--- src/rtl/pwm_ctrl_pkg.sv ---
// Shared types, default widths and the step-size helper for the PWM duty ramp sequencer.
package pwm_ctrl_pkg;

  localparam int unsigned DefaultDutyW   = 8;
  localparam int unsigned DefaultDivW    = 16;
  localparam int unsigned DefaultRstDuty = 0;

  typedef enum logic [1:0] {
    StIdle,
    StRamp,
    StDone
  } ramp_state_e;

  // min(stp, |a - b|); compared in full 32-bit width so the difference never wraps.
  function automatic int unsigned step_delta(input int unsigned a, input int unsigned b,
                                             input int unsigned stp);
    int unsigned diff;
    diff = (a > b) ? (a - b) : (b - a);
    return (stp < diff) ? stp : diff;
  endfunction

endpackage

--- src/rtl/ramp_tick_gen.sv ---
// Loadable down-counter that pulses tick_o while running with the count at zero.
module ramp_tick_gen #(
  parameter int unsigned DIV_W = 16
) (
  input  logic             clk,
  input  logic             rst,
  input  logic             load_i,
  input  logic [DIV_W-1:0] load_val_i,
  input  logic             run_i,
  input  logic [DIV_W-1:0] reload_val_i,
  output logic             tick_o
);

  logic [DIV_W-1:0] cnt_q, cnt_d;

  always_comb begin
    cnt_d = cnt_q;
    if (load_i) begin
      cnt_d = load_val_i;
    end else if (run_i) begin
      cnt_d = (cnt_q == '0) ? reload_val_i : cnt_q - DIV_W'(1);
    end
  end

  always_ff @(posedge clk or posedge rst) begin
    if (rst) begin
      cnt_q <= '0;
    end else begin
      cnt_q <= cnt_d;
    end
  end

  assign tick_o = run_i && (cnt_q == '0);

endmodule

--- src/rtl/pwm_duty_ramp_ctrl.sv ---
// Glides the PWM duty toward a commanded target in bounded steps at a programmable tick rate.
// Optional macro RAMP_STEP_COUNT_EN adds a saturating steps_taken counter output.
module pwm_duty_ramp_ctrl
  import pwm_ctrl_pkg::*;
#(
  parameter int unsigned        DUTY_W   = DefaultDutyW,
  parameter int unsigned        DIV_W    = DefaultDivW,
  parameter logic [DUTY_W-1:0]  RST_DUTY = DUTY_W'(DefaultRstDuty)
) (
  input  logic              clk,
  input  logic              rst,
  input  logic              enable,
  input  logic              start,
  input  logic              abort,
  input  logic [DUTY_W-1:0] target_duty,
  input  logic [DUTY_W-1:0] step_size,
  input  logic [DIV_W-1:0]  tick_div,
  output logic [DUTY_W-1:0] duty_out,
  output logic              busy,
  output logic              done
`ifdef RAMP_STEP_COUNT_EN
  ,
  output logic [15:0]       steps_taken
`endif
);

  ramp_state_e       state_q, state_d;
  logic [DUTY_W-1:0] duty_q, duty_d;
  logic [DUTY_W-1:0] tgt_q, tgt_d;
  logic [DUTY_W-1:0] stp_q, stp_d;
  logic [DIV_W-1:0]  div_q, div_d;
  logic [DUTY_W-1:0] stp_in, delta, duty_step;
  logic              tick, tick_load, step_applied, clear_steps;

  assign stp_in    = (step_size == '0) ? DUTY_W'(1) : step_size;
  assign delta     = DUTY_W'(step_delta(32'(tgt_q), 32'(duty_q), 32'(stp_q)));
  assign duty_step = (tgt_q > duty_q) ? duty_q + delta : duty_q - delta;

  ramp_tick_gen #(
    .DIV_W (DIV_W)
  ) u_tick_gen (
    .clk          (clk),
    .rst          (rst),
    .load_i       (tick_load),
    .load_val_i   (tick_div),
    .run_i        (enable && (state_q == StRamp)),
    .reload_val_i (div_q),
    .tick_o       (tick)
  );

  always_comb begin
    state_d      = state_q;
    duty_d       = duty_q;
    tgt_d        = tgt_q;
    stp_d        = stp_q;
    div_d        = div_q;
    tick_load    = 1'b0;
    step_applied = 1'b0;
    clear_steps  = 1'b0;
    if (abort) begin
      state_d = StIdle;
    end else begin
      unique case (state_q)
        StIdle: begin
          if (start) begin
            clear_steps = 1'b1;
            if (target_duty == duty_q) begin
              state_d = StDone;
            end else begin
              tgt_d     = target_duty;
              stp_d     = stp_in;
              div_d     = tick_div;
              tick_load = 1'b1;
              state_d   = StRamp;
            end
          end
        end
        StRamp: begin
          // A retarget keeps the running count so tick spacing is not disturbed.
          if (start) begin
            tgt_d = target_duty;
            stp_d = stp_in;
            div_d = tick_div;
            if (target_duty == duty_q) state_d = StDone;
          end else if (tick) begin
            duty_d       = duty_step;
            step_applied = 1'b1;
            if (duty_step == tgt_q) state_d = StDone;
          end
        end
        StDone:  state_d = StIdle;
        default: state_d = StIdle;
      endcase
    end
  end

  always_ff @(posedge clk or posedge rst) begin
    if (rst) begin
      state_q <= StIdle;
      duty_q  <= RST_DUTY;
      tgt_q   <= '0;
      stp_q   <= '0;
      div_q   <= '0;
    end else begin
      state_q <= state_d;
      duty_q  <= duty_d;
      tgt_q   <= tgt_d;
      stp_q   <= stp_d;
      div_q   <= div_d;
    end
  end

  assign duty_out = duty_q;
  assign busy     = (state_q == StRamp);
  assign done     = (state_q == StDone);

`ifdef RAMP_STEP_COUNT_EN
  logic [15:0] steps_q, steps_d;

  always_comb begin
    steps_d = steps_q;
    if (clear_steps) begin
      steps_d = '0;
    end else if (step_applied && (steps_q != 16'hFFFF)) begin
      steps_d = steps_q + 16'd1;
    end
  end

  always_ff @(posedge clk or posedge rst) begin
    if (rst) begin
      steps_q <= '0;
    end else begin
      steps_q <= steps_d;
    end
  end

  assign steps_taken = steps_q;
`else
  logic unused_step_flags;
  assign unused_step_flags = step_applied ^ clear_steps;
`endif

endmodule
--- config.mk ---
export PLATFORM = sky130hd
export DESIGN_NAME = pwm_duty_ramp_ctrl
export DESIGN_NICKNAME = d
export VERILOG_FILES = /design/src/rtl/pwm_ctrl_pkg.sv /design/src/rtl/ramp_tick_gen.sv /design/src/rtl/pwm_duty_ramp_ctrl.sv
export SDC_FILE = /design/constraint.sdc
export NUM_CORES = 1
export LEC_CHECK = 0
export ABC_AREA = 1
export BUFFER_PORTS_ARGS = -buffer_cell sky130_fd_sc_hd__buf_2
export CAP_MARGIN = 20
export CORE_AREA = 2 2 99 101
export CTS_CLUSTER_DIAMETER = 80
export DETAILED_ROUTE_END_ITERATION = 10
export DIE_AREA = 0 0 101 103
export PLACE_DENSITY = 0.81
export SYNTH_ARGS = -nofsm -noshare
export SYNTH_HDL_FRONTEND = slang
export SYNTH_SLANG_ARGS = --single-unit
--- constraint.sdc ---
create_clock -name clk -period 4.8 [get_ports clk]
set_input_delay 0.24 -clock clk [delete_from_list [all_inputs] [get_ports clk]]
set_output_delay 0.24 -clock clk [all_outputs]
set_load 0.02 [all_outputs]
==> metrics <==
H-Tree Depth 3; Comb pwr share 0.656; power density over the cells 538 nW/um^2; RSZ-0062 raised after global routing yes; Setup violations, final 3; Initial Utilization 0.487; peak supply drop 0.242 mV; Critical Path Most Common Cell nand2_1; Area growth, synth to finish 37.9%; Yosys warning count 0; final worst path period share 1.13; number of synthesized flops with an enable pin 0; share of cells above drive strength 1 0.335; clock root buffer clkbuf_8; post-route core utilization 0.672; total die area 10400 sq um; pin count of the biggest net entering global routing 59; Net Count, Synth 718; leak pwr 0.00326 uW; Slew @ Worst Pin 1.01 ns; clk sinks 58; Final nets 865; FP Rows 36; internal power 1880 uW; Max stage delay on crit path 0.42 ns; Avg WL per Cell 15.7 um; max-cap violations 0; CTS max path bufs 2; WP data arrival 5.65 ns; Fmax achieved 184 MHz; total core area 9460 sq um; Yosys reg bits 58; WP data required 5.01 ns; vias in the first global route 4840; CP endpoint kind register; Avg Vias per Cell 5.43; switch share 0.449; Clock power frac 0.146; Slew Limit Fails 0; Cells after Synth 648; Seq/Total Area, Yosys 0.315; slowest cell on the critical path dfrtp_1; CP Launch Type register; # fillers 750; Die Ht 103 um; Via Count 4967; Power, Total 3420 uW; syn avg cell area 7.11 sq um; Clock Skew 0.0128 ns; Yosys cell types 46; failing checks negative setup slack; CTS Hold Bufs 0; Port Buffers 46; CTS Buf Count 9; crit-path max FO 5; outcome finished, violations left; clk_lat worst skew 0.35 ns; Top FF cell, synth dfrtp_1; Routed WL 14400 um; min cycle time layout 5.44 ns; kind of critical path reg2reg; antenna violations before repair 0; asr flop ratio synth 1.00; RePlAce Congestion 0.927; Die X 101 um; DRC marker count from the first detailed-route iteration 186; clock transition at the registers of the reported paths 0.08 ns; Overflow after GRT 0; Total GRT Usage 0.270; DP HPWL 9940 um; global-route wire length before repair 22000 um; switching power 1540 uW; DR DRC count 0; Rel. slew slack 0.324; Syn Std Cell Area 4610 sq um; I/O pins 47; CTS tree yes; # diodes 0; Seq pwr share 0.198; Initial DRT Pass Iterations 5; Antenna Nets Post-Route 0; setup ws final -0.639 ns; setup slack, reg-to-reg -0.64 ns; Final Hold Fails 0; Hold WC Path Type in2async
-- cells in the mapped netlist (9+ instances only) --
master	n	area [sq um]
nor2_1	49	184
ha_1	30	375
xor2_1	21	184
inv_1	108	405
nor3_1	9	45.0
dfrtp_1	58	1450
o21ai_0	55	275
nand2_1	154	578
clkbuf_1	12	45.0
a21oi_1	32	160
o221ai_1	13	114
nand3_1	28	140
-- flip-flops by register name, indices dropped and copies added (netlist names) --
register,flops
div_q,16
duty_out,8
state_q,2
stp_q,8
tgt_q,8
u_tick_gen.cnt_q,16
-- stage by stage --
stage          setup TNS, ns  instance area, sq um  setup WS [ns]  hold slack [ns]  cells
2_1_floorplan         -0.504                  4730         -0.252            0.367    648
3_3_place_gp           -1.14                  5660         -0.491            0.463    876
3_5_place_dp           -1.36                  5660         -0.570            0.474    876
4_1_cts                -1.31                  6060         -0.511            0.121    907
5_1_grt                -2.74                  6350         -0.834            0.126    914
6_report               -1.77                  6350         -0.639           0.0992    914
-- repair_timing --
action | in CTS | in global routing
gates resized for setup | 25 | 52
buffers inserted | 14 | 7
setup endpoints to repair | 3 | 7
pin swaps | 14 | 44
endpoints found under the hold margin | 0 | 0
gates cloned | 1 | 0
-- final timing paths --
kind	from	endpoint	depth (start not counted)
worst min-delay path	rst	stp_q[7]$_DFFE_PP0P_	3
min in group clk	step_size[7]	stp_q[7]$_DFFE_PP0P_	2
worst min register to register	div_q[8]$_DFFE_PP0P_	div_q[8]$_DFFE_PP0P_	2
worst max-delay path	tgt_q[4]$_DFFE_PP0P_	state_q[0]$_DFFE_PP0P_	37
worst max register to register	tgt_q[4]$_DFFE_PP0P_	state_q[0]$_DFFE_PP0P_	37
max in group asynchronous	rst	duty_out[4]$_DFFE_PP0P_	3
-- critical path: cells and delay by family, from the launching register on --
kind	cells	cell delay, ns
XOR/XNOR	3	0.68
AO/OA/AOI/OAI	8	1.28
AND/OR/NAND/NOR	20	1.85
flip-flops	1	0.42
adder cells (fa/ha/maj)	3	0.79
buffers and inverters	3	0.28
-- cell usage in the layout (no fill, tap or decap), types with 5 or more instances in the layout --
| cell | instances |
|---|---|
| xnor2_1 | 5 |
| dfrtp_2 | 8 |
| o21ai_2 | 6 |
| o211ai_1 | 6 |
| dfrtp_1 | 50 |
| inv_2 | 8 |
| a21oi_2 | 7 |
| nand2_4 | 10 |
| nand3_2 | 6 |
| nor2_1 | 46 |
| clkbuf_8 | 12 |
| nor4_1 | 5 |
| nor3_1 | 9 |
| ha_1 | 20 |
| nand2_2 | 20 |
| o221ai_1 | 12 |
| nand4_1 | 8 |
| nand2_1 | 133 |
| buf_2 | 46 |
| a21oi_1 | 23 |
| xor2_1 | 18 |
| nand3_1 | 23 |
| o21ai_0 | 48 |
| inv_1 | 102 |
| ha_4 | 10 |
| buf_4 | 104 |
-- power by group through the flow --
stage               registers [uW]  clock network, uW  logic, uW
floorplan                      661                  0       1140
global placement               676                  0       1710
detailed placement             681                  0       1770
CTS                            673                502       1910
global route                   689                524       2450
finish                         679                499       2240
-- area by class of cell --
class,instances,area (sq um),area share
Inverter,111,422,0.0664
Timing Repair inverter,1,6.26,0.000985
Clock inverter,2,35.0,0.00552
Sequential cell,58,1460,0.230
Clock buffer,14,173,0.0272
Timing Repair Buffer,151,1030,0.162
Tap cell,114,143,0.0225
Multi-Input combinational cell,463,3080,0.485
-- logic make-up after synthesis --
family	synth area share
XOR/XNOR	0.0494
adder cells (fa/ha/maj)	0.0945
flip-flops	0.315
AO/OA/AOI/OAI	0.156
buffers and inverters	0.108
multiplexers	0.00706
AND/OR/NAND/NOR	0.270
-- routing by layer --
metal,share of wire,wire (um),vias to the layer above,global-route usage
met1,0.39,5640,2366,0.306
met2,0.53,7590,157,0.503
met3,0.042,606,39,0.0427
li1,-,-,2405,-
met4,0.037,532,0,0.114
met5,0,0,-,0
Note: power is estimated with default switching activity, not from simulation.
